### config.mk
export PLATFORM = sky130hd
export DESIGN_NAME = bbs_bit_collector_flat
export DESIGN_NICKNAME = d
export VERILOG_FILES = /design/src/rtl/bbs_bit_collector_if.sv /design/src/rtl/bbs_bit_collector.sv /design/src/flat_wrapper.sv
export SDC_FILE = /design/constraint.sdc
export NUM_CORES = 1
export LEC_CHECK = 0
export CORE_ASPECT_RATIO = 1.2
export CORE_UTILIZATION = 45
export DETAILED_ROUTE_END_ITERATION = 7
export PLACE_DENSITY = 0.73
export SYNTH_ARGS = -nofsm -noshare
export SYNTH_HDL_FRONTEND = slang
export SYNTH_SLANG_ARGS = --single-unit
### constraint.sdc
create_clock -name clk -period 1.4 [get_ports clk]
set_input_delay 0.28 -clock clk [delete_from_list [all_inputs] [get_ports clk]]
set_output_delay 0.28 -clock clk [all_outputs]
set_load 0.03 [all_outputs]
### src/rtl/bbs_bit_collector_if.sv
// ============================================================================
// bbs_bit_collector_if : serial-bit and word handshake bundle for the collector
// Rev 1.0 ; BBS_COLLECT_PARITY_EN adds word_parity
// ============================================================================
`default_nettype none

interface bbs_bit_collector_if #(
  parameter int N  = 8,
  parameter int CW = $clog2(N + 1)
);
  logic          bit_in;
  logic          bit_valid;
  logic          bit_ready;
  logic [N-1:0]  word_out;
  logic          word_valid;
  logic          word_ready;
  logic [CW-1:0] bit_count;
`ifdef BBS_COLLECT_PARITY_EN
  logic          word_parity;

  modport master (
    output bit_in, bit_valid, word_ready,
    input  bit_ready, word_out, word_valid, bit_count, word_parity
  );
  modport slave (
    input  bit_in, bit_valid, word_ready,
    output bit_ready, word_out, word_valid, bit_count, word_parity
  );
`else
  modport master (
    output bit_in, bit_valid, word_ready,
    input  bit_ready, word_out, word_valid, bit_count
  );
  modport slave (
    input  bit_in, bit_valid, word_ready,
    output bit_ready, word_out, word_valid, bit_count
  );
`endif
endinterface

`default_nettype wire

### src/rtl/bbs_bit_collector.sv
// ============================================================================
// bbs_bit_collector : LSB-first serial-in / parallel-out word collector
// Rev 1.0 ; BBS_COLLECT_PARITY_EN adds a registered word_parity output
// ============================================================================
`default_nettype none

module bbs_bit_collector #(
  parameter int N  = 8,
  parameter int CW = $clog2(N + 1)
) (
  input  wire logic        clk,
  input  wire logic        reset_n,
  input  wire logic        clr,
  bbs_bit_collector_if.slave bus
);

  typedef enum logic [0:0] {
    ST_SHIFT = 1'b0,
    ST_PEND  = 1'b1
  } state_t;

  state_t        state_q,   state_d;
  logic [N-1:0]  shifter_q, shifter_d;
  logic [CW-1:0] count_q,   count_d;
  logic [N-1:0]  word_q,    word_d;
  logic          valid_q,   valid_d;
  logic          parity_q,  parity_d;

  logic          w_accept;
  logic          w_drain;
  logic [N-1:0]  w_shifted;

  assign w_accept  = bus.bit_valid && (state_q == ST_SHIFT);
  assign w_drain   = valid_q && bus.word_ready;
  assign w_shifted = {bus.bit_in, shifter_q[N-1:1]};

  always_comb begin
    state_d   = state_q;
    shifter_d = shifter_q;
    count_d   = count_q;
    word_d    = word_q;
    valid_d   = valid_q;

    if (clr) begin
      state_d   = ST_SHIFT;
      shifter_d = '0;
      count_d   = '0;
      word_d    = '0;
      valid_d   = 1'b0;
    end else begin
      case (state_q)
        ST_SHIFT: begin
          if (w_drain) valid_d = 1'b0;
          if (w_accept) begin
            if (count_q == CW'(N - 1)) begin
              // Completed word goes straight to the slot if it is free or emptying now
              if (!valid_q || w_drain) begin
                word_d    = w_shifted;
                valid_d   = 1'b1;
                shifter_d = '0;
                count_d   = '0;
              end else begin
                shifter_d = w_shifted;
                count_d   = CW'(N);
                state_d   = ST_PEND;
              end
            end else begin
              shifter_d = w_shifted;
              count_d   = count_q + 1'b1;
            end
          end
        end
        ST_PEND: begin
          if (w_drain) begin
            word_d    = shifter_q;
            valid_d   = 1'b1;
            shifter_d = '0;
            count_d   = '0;
            state_d   = ST_SHIFT;
          end
        end
        default: state_d = ST_SHIFT;
      endcase
    end

    // word_d only changes on a load or clear, so parity tracks word_out exactly
    parity_d = ^word_d;
  end

  always_ff @(posedge clk or negedge reset_n) begin
    if (!reset_n) begin
      state_q   <= ST_SHIFT;
      shifter_q <= '0;
      count_q   <= '0;
      word_q    <= '0;
      valid_q   <= 1'b0;
      parity_q  <= 1'b0;
    end else begin
      state_q   <= state_d;
      shifter_q <= shifter_d;
      count_q   <= count_d;
      word_q    <= word_d;
      valid_q   <= valid_d;
      parity_q  <= parity_d;
    end
  end

  assign bus.bit_ready  = (state_q == ST_SHIFT);
  assign bus.word_out   = word_q;
  assign bus.word_valid = valid_q;
  assign bus.bit_count  = count_q;

`ifdef BBS_COLLECT_PARITY_EN
  assign bus.word_parity = parity_q;
`else
  logic w_parity_unused;
  assign w_parity_unused = parity_q;
`endif

endmodule

`default_nettype wire

### src/flat_wrapper.sv
// flat-port wrapper written by rule: the top's interface ports become plain ports
module bbs_bit_collector_flat 
#(
  parameter int N  = 8,
  parameter int CW = $clog2(N + 1)
)
  (clk, reset_n, clr, bus_bit_in, bus_bit_valid, bus_word_ready, bus_bit_ready, bus_word_out, bus_word_valid, bus_bit_count);
  bbs_bit_collector_if #(.N(N), .CW(CW)) bus_i ();
  input  wire logic clk;
  input  wire logic reset_n;
  input  wire logic clr;
  input wire logic [$bits(bus_i.bit_in)-1:0] bus_bit_in;
  input wire logic [$bits(bus_i.bit_valid)-1:0] bus_bit_valid;
  input wire logic [$bits(bus_i.word_ready)-1:0] bus_word_ready;
  output wire logic [$bits(bus_i.bit_ready)-1:0] bus_bit_ready;
  output wire logic [$bits(bus_i.word_out)-1:0] bus_word_out;
  output wire logic [$bits(bus_i.word_valid)-1:0] bus_word_valid;
  output wire logic [$bits(bus_i.bit_count)-1:0] bus_bit_count;
  assign bus_i.bit_in = bus_bit_in;
  assign bus_i.bit_valid = bus_bit_valid;
  assign bus_i.word_ready = bus_word_ready;
  assign bus_bit_ready = bus_i.bit_ready;
  assign bus_word_out = bus_i.word_out;
  assign bus_word_valid = bus_i.word_valid;
  assign bus_bit_count = bus_i.bit_count;
  bbs_bit_collector #(.N(N), .CW(CW)) u_core (.clk(clk), .reset_n(reset_n), .clr(clr), .bus(bus_i));
endmodule
==> results of run 1 <==
==> per-stage QoR <==
step | util | setup slack [ps]
after floorplan | - | -232
after global placement | 0.671 | -391
after detailed placement | 0.671 | -435
after CTS | 0.707 | -51.9
after global routing | 0.711 | -164
final | 0.711 | -91.4
==> layer usage <==
metal | GRT usage | wire length (um) | part of all wire | vias up
met1 | 0.284 | 1090 | 0.43 | 468
met2 | 0.404 | 1380 | 0.54 | 17
met5 | 0 | 0 | 0 | -
met3 | 0.0292 | 67 | 0.026 | 2
li1 | - | - | - | 438
met4 | 0.0686 | 10 | 0.0039 | 0
==> power by group through the flow <==
| stage | Combinational [mW] | Sequential (mW) | Clock, mW |
|---|---|---|---|
| floorplan | 0.0456 | 0.680 | 0 |
| global placement | 0.138 | 0.666 | 0 |
| finish | 0.147 | 0.655 | 0.482 |
| CTS | 0.147 | 0.654 | 0.491 |
| global route | 0.161 | 0.655 | 0.517 |
| detailed placement | 0.143 | 0.667 | 0 |
==> cell families after synthesis <==
group / synth area share
flip-flops: 0.520
multiplexers: 0.0106
adder cells (fa/ha/maj): 0.0118
AND/OR/NAND/NOR: 0.123
buffers and inverters: 0.0603
AO/OA/AOI/OAI: 0.274
==> cells in the mapped netlist, drive strengths merged <==
library cell and number:
a211oi 2, a21oi 10, a22o 10, a22oi 1
and3 1, and3b 2, and4b 1, buf 3
clkbuf 2, dfrtp 22, ha 1, inv 11
mux2 1, nand2 1, nand3b 1, nand4 1
nand4b 1, nor2b 3, nor3 1, nor3b 1
nor4b 1, o211ai 2, o21a 1, o21ai 1
o221a 8, o31ai 1, or3 3
==> path summary, 6_finish.rpt <==
kind                                         startpoint                     end  slack, ps
worst min-delay path                            reset_n     u_core.shifter_q[0]        300
worst min register to register      u_core.shifter_q[0]     u_core.shifter_q[0]        550
max in group asynchronous                       reset_n   u_core.bus.word_valid        860
min in group clk                    u_core.shifter_q[0]     u_core.shifter_q[0]        550
worst max register to register  u_core.bus.bit_count[1]  u_core.bus.word_out[5]        -90
worst max-delay path            u_core.bus.bit_count[1]  u_core.bus.word_out[5]        -90
==> final cells by class <==
| class | count | area (sq um) | share of cell area |
|---|---|---|---|
| clock inverter | 1 | 30.0 | 0.0197 |
| timing repair buffer | 43 | 365 | 0.240 |
| multi-input combinational | 55 | 469 | 0.308 |
| clock buffer | 3 | 22.5 | 0.0148 |
| inverter | 11 | 41.3 | 0.0271 |
| tap | 30 | 37.5 | 0.0247 |
| sequential | 22 | 556 | 0.365 |
==> registers in the layout (all words and copies together), names as in the netlist <==
register	count
u_core.bus.bit_count	4
u_core.state_q	1
u_core.shifter_q	8
u_core.bus.word_valid	1
u_core.bus.word_out	8
==> worst register-to-register path: stages, from the launching register on <==
cell and delay [ps]:
dfrtp_2 410, ha_4 160, nand4b_1 130, buf_4 170, a211oi_2 190, buf_4 190, o221a_1 190
==> what timing repair did <==
action                                  CTS  global route
pin swaps                                13             2
endpoints found under the setup margin   27            26
hold buffers                              0             0
setup buffers                             2             0
gates resized for setup                  20            14
==> summary.log, run 1 <==
[routing] TritonRoute pass-1 iters 4
[sta] slew at the pin closest to its max-slew limit 291 ps
[worst_setup_path] cell mode on critical path buf_4
[finish] cell area after layout 0.00152 sq mm
[worst_setup_path] R2R cell count 6
[synthesis] Unique masters post-synth 28
[sta] count of final setup violators 12
[synthesis] Synthesized Nets 100
[pwr] pwr dens 843 mW/mm^2
[finish] leading cell type in the layout, fill and taps excluded buf_4
[die] Top-Level Pins 20
[synthesis] area share of the leading cell type in the synthesized netlist 0.520
[pwr] relative contribution of combinational cells to total power 0.115
[placed_design] last weighted congestion value of the routability-driven placer 0.810
[worst_setup_path] slowest stage cell, crit path dfrtp_2
[die] die height 55.1 um
[routing] DRC 0
[clocking] clock tree from TritonCTS yes
[synthesis] cell types with the largest area share after synthesis dfrtp_1, o221a_1, a22o_1
[sta] max_slew headroom 0.806
[pwr] Int Pwr 1.01 mW
[sta] final-layout setup total negative slack -667 ps
[placed_design] total of buffers placed on input and output ports 19
[sta] unrepaired setup endpoints after global routing true
[worst_setup_path] arrival time reported for the critical path endpoint 1740 ps
[die] Placement Rows 18
[worst_setup_path] crit path launch type register
[finish] filler-free cell count of the finished design 165
[sta] endpoints failing hold 0
[pwr] overall power of the completed layout 1.28 mW
[sta] Final Critical Period 1490 ps
[synthesis] sequential share of the synthesized area 0.520
[hold_path] worst min-delay path class in2async
[run_status] outcome complete, but fails checks
[pwr] worst-case vdd ir drop 0.000487 V
[clocking] Bufs on Longest Clock Path 2
[worst_setup_path] required time of the critical path 1650 ps
[sta] Hold WS 299 ps
[global_routing] Overall Global Routing Usage 0.228
[die] Die Area 0.00255 sq mm
[routing] iteration-0 DRC count of the detailed router 28
[clocking] number of sinks driven by the clock tree 22
[routing] Antenna Nets Post-Route 0
[clocking] total number of H-tree levels 1
[sta] final number of max-transition violations 0
[finish] share of final-layout standard cells stronger than drive strength 1 0.333
[sta] post-route setup slack -91.4 ps
[job] # Max-Cap Violations 0
[routing] Post-Route WL 2550 um
[worst_setup_path] WS Path Type reg2reg
[worst_setup_path] depth of the critical timing path with buffers and inverters included 6
[clocking] cell at the root of the clock tree clkbuf_4
[clocking] CTS clock-pin slew for the worst setup and hold paths 130 ps
[die] Core Region 0.00214 sq mm
[sta] Worst Clk Skew 4.10 ps
[worst_setup_path] critical path's top delay family flip-flops
[placed_design] Placed Instance Area 0.00144 sq mm
[finish] Net count, final 143
[finish] number of inserted filler cells in the final layout 169
[worst_setup_path] Crit. End Element register
[pwr] switching power total 275 uW
[clocking] later-pin clock latency in the skew report 300 ps
[placed_design] placed wire-length estimate after detailed placement 1840 um
[worst_setup_path] crit-path cells ha_4 > nand4b_1 > buf_4 > a211oi_2 > buf_4 > o221a_1
[die] initial core utilization 0.495
[worst_setup_path] Buf/Inv on CP 2
[synthesis] gate count after technology mapping 93
[synthesis] post-synthesis register bit count 22
[synthesis] cell accounting for the most synthesized area dfrtp_1
[global_routing] residual overflow from global routing 0
[routing] vias per std cell 5.61
[pwr] leakage power figure 0.705 nW
[finish] commonest non-fill, non-tap cells in the layout buf_4, dfrtp_1, inv_1, a21oi_1, a22o_1
[worst_setup_path] stage delay of the slowest cell on the critical path 410 ps
[pwr] switching part of the total power 0.215
[placed_design] count of placed standard cells including taps 159
[finish] antenna diode count 0
[sta] final cycle utilization of the critical path 1.07
[pwr] fraction of power consumed by the clock network 0.375
[synthesis] mean area per synthesized cell 11.4 sq um
[worst_setup_path] Max FO, Critical Path 8
[synthesis] Yosys warnings 0
[clocking] number of buffers inserted during clock tree synthesis 3
[synthesis] area of the mapped netlist 0.00106 sq mm
[sta] peak clock frequency supported by timing 670 MHz
[global_routing] vias in the first global route 946
[global_routing] number of antenna violations at the first check in global routing 0
[die] overall die width 46.3 um
[finish] layout overhead on the synthesized area 43.7%
[run_status] violated checks negative setup slack
[routing] mean routed wirelength per cell 15.5 um
[global_routing] global-route wire length before repair 4150 um
[pwr] share of power burned in registers 0.510
[global_routing] pin count of the biggest net entering global routing 23
[routing] overall via count from detail_route 925
Power figures use the tool's default switching activity.
==> inputs of run 2 (changes only) <==
--- a/config.mk
+++ b/config.mk
@@ -6,9 +6,10 @@
 export NUM_CORES = 1
 export LEC_CHECK = 0
 export CORE_ASPECT_RATIO = 1.2
-export CORE_UTILIZATION = 45
+export CORE_UTILIZATION = 50
 export DETAILED_ROUTE_END_ITERATION = 7
-export PLACE_DENSITY = 0.73
+export PLACE_DENSITY = 0.77
 export SYNTH_ARGS = -nofsm -noshare
 export SYNTH_HDL_FRONTEND = slang
 export SYNTH_SLANG_ARGS = --single-unit
+export TNS_END_PERCENT = 50
==> constraint.sdc (replaced) <==
create_clock -name clk -period 1.68 [get_ports clk]
set_input_delay 0.336 -clock clk [delete_from_list [all_inputs] [get_ports clk]]
set_output_delay 0.336 -clock clk [all_outputs]
set_load 0.03 [all_outputs]
==> run 2 against run 1 <==
Net effect:
- the flow now finishes without violations
- cell count down 13%
- sequential share of layout area is 2.7 points higher
- die area fell by 9.6%
- routed wire length is 6.5% lower
- first-iteration DRC count is 54% lower
- worst hold slack better by 49 ps
- power is 17% lower
- global-route usage increased by 0.56 points
- maximum frequency fell by 5.6%
- non-clock buffer count decreased by 10
- via count fell by 4.9%
- critical path type unchanged
- final area decreased by 7.3%
==> summary.log, run 2 (synthesis results as in run 1) <==
[sta] Hold WS 348 ps
[die] overall die width 44 um
[finish] leading cell type in the layout, fill and taps excluded dfrtp_1
[die] initial core utilization 0.553
[routing] vias per std cell 6.11
[sta] endpoints failing hold 0
[pwr] worst-case vdd ir drop 0.000650 V
[sta] max_slew headroom 0.783
[clocking] number of buffers inserted during clock tree synthesis 3
[placed_design] placed wire-length estimate after detailed placement 1680 um
[placed_design] count of placed standard cells including taps 140
[pwr] leakage power figure 0.682 nW
[global_routing] number of antenna violations at the first check in global routing 0
[die] Core Region 0.00191 sq mm
[routing] iteration-0 DRC count of the detailed router 13
[worst_setup_path] arrival time reported for the critical path endpoint 1780 ps
[sta] unrepaired setup endpoints after global routing false
[sta] slew at the pin closest to its max-slew limit 324 ps
[sta] post-route setup slack 100 ps
[sta] final cycle utilization of the critical path 0.940
[worst_setup_path] Crit. End Element register
[sta] peak clock frequency supported by timing 633 MHz
[routing] mean routed wirelength per cell 16.6 um
[placed_design] total of buffers placed on input and output ports 19
[global_routing] pin count of the biggest net entering global routing 23
[clocking] number of sinks driven by the clock tree 22
[sta] final number of max-transition violations 0
[clocking] number of hold buffers added after cts 0
[die] Placement Rows 17
[clocking] clock tree from TritonCTS yes
[placed_design] last weighted congestion value of the routability-driven placer 0.770
[worst_setup_path] WS Path Type reg2reg
[job] # Max-Cap Violations 0
[pwr] overall power of the completed layout 1.06 mW
[routing] DRC 0
[die] die height 52.4 um
[run_status] outcome finished clean
[routing] Post-Route WL 2390 um
[clocking] post-CTS sizing 15
[finish] commonest non-fill, non-tap cells in the layout dfrtp_1, dlygate4sd2_1, buf_4, inv_1
[global_routing] residual overflow from global routing 0
[sta] count of final setup violators 0
[worst_setup_path] required time of the critical path 1880 ps
[clocking] Bufs on Longest Clock Path 2
[clocking] total number of H-tree levels 1
[clocking] buffers inserted during post-CTS setup optimization 0
[worst_setup_path] Max FO, Critical Path 8
[clocking] CTS clock-pin slew for the worst setup and hold paths 130 ps
[placed_design] DP Worst Slack -252 ps
[die] Die Area 0.00231 sq mm
[global_routing] Overall Global Routing Usage 0.233
[worst_setup_path] worst setup path start u_core.bus.bit_count[0]
[pwr] pwr dens 752 mW/mm^2
[global_routing] vias in the first global route 849
[clocking] cell at the root of the clock tree clkbuf_4
[clocking] later-pin clock latency in the skew report 310 ps
[die] Top-Level Pins 20
[finish] share of final-layout standard cells stronger than drive strength 1 0.200
[hold_path] worst min-delay path class in2async
[sta] Final Critical Period 1580 ps
[worst_setup_path] reg-to-reg critical path startpoint u_core.bus.bit_count[0]
[routing] overall via count from detail_route 880
[routing] TritonRoute pass-1 iters 6
[finish] filler-free cell count of the finished design 144
[global_routing] global-route wire length before repair 3860 um
[worst_setup_path] crit path launch type register
[sta] Worst Clk Skew 7.88 ps
[routing] Antenna Nets Post-Route 0
[finish] layout overhead on the synthesized area 33.2%
[finish] antenna diode count 0
[finish] Net count, final 133
[run 2: worst max-delay path, stage by stage, from the launching register on]
cell,delay (ps)
dfrtp_2,440
ha_4,180
nand4b_1,130
or3_4,450
o221a_1,270
[run 2: power breakdown]
group / switching [mW] / internal [mW] / total [mW]
sequential: 0.0106 / 0.538 / 0.548
clock: 0.171 / 0.241 / 0.412
combinational: 0.0543 / 0.0463 / 0.101
total: 0.236 / 0.825 / 1.06
[run 2: cell type report]
| class | instances | area (sq um) |
|---|---|---|
| fill | 145 | 504 |
| clock buffer | 3 | 22.5 |
| tap | 19 | 23.8 |
| multi-input combinational | 55 | 462 |
| timing repair buffer | 33 | 278 |
| clock inverter | 1 | 30.0 |
| sequential | 22 | 553 |
| inverter | 11 | 41.3 |
[run 2: path summary, 6_finish.rpt]
| path | to | slack, ps | depth (start not counted) |
|---|---|---|---|
| worst max-delay path | u_core.bus.word_out[6] | 100 | 4 |
| min in group clk | u_core.shifter_q[0] | 560 | 1 |
| worst min register to register | u_core.shifter_q[0] | 560 | 1 |
| worst max register to register | u_core.bus.word_out[6] | 100 | 4 |
| worst min-delay path | u_core.bus.word_valid | 350 | 2 |
| max in group asynchronous | u_core.bus.bit_count[0] | 1090 | 2 |
[run 2: metal layers]
metal	routed length, um	global-route usage
met2	1190	0.385
met5	0	0
met3	81	0.0241
met1	1090	0.312
met4	16	0.0909
[run 2: metrics by stage]
stage          area, sq um  TNS [ps]  utilization
6_report              1410         0        0.737
5_1_grt               1410         0        0.737
4_1_cts               1410         0        0.737
3_3_place_gp          1370     -2180        0.716
2_1_floorplan         1070         0            -
3_5_place_dp          1370     -2930        0.716
==> inputs of run 3 (changes only) <==
--- a/config.mk
+++ b/config.mk
@@ -8,6 +8,7 @@
 export CORE_ASPECT_RATIO = 1.2
 export CORE_UTILIZATION = 50
 export DETAILED_ROUTE_END_ITERATION = 7
+export HOLD_SLACK_MARGIN = 0.03
 export PLACE_DENSITY = 0.77
 export SYNTH_ARGS = -nofsm -noshare
 export SYNTH_HDL_FRONTEND = slang
==> results of run 3 <==
Same layout as run 2: the final DEF is identical, and so are final timing and power.
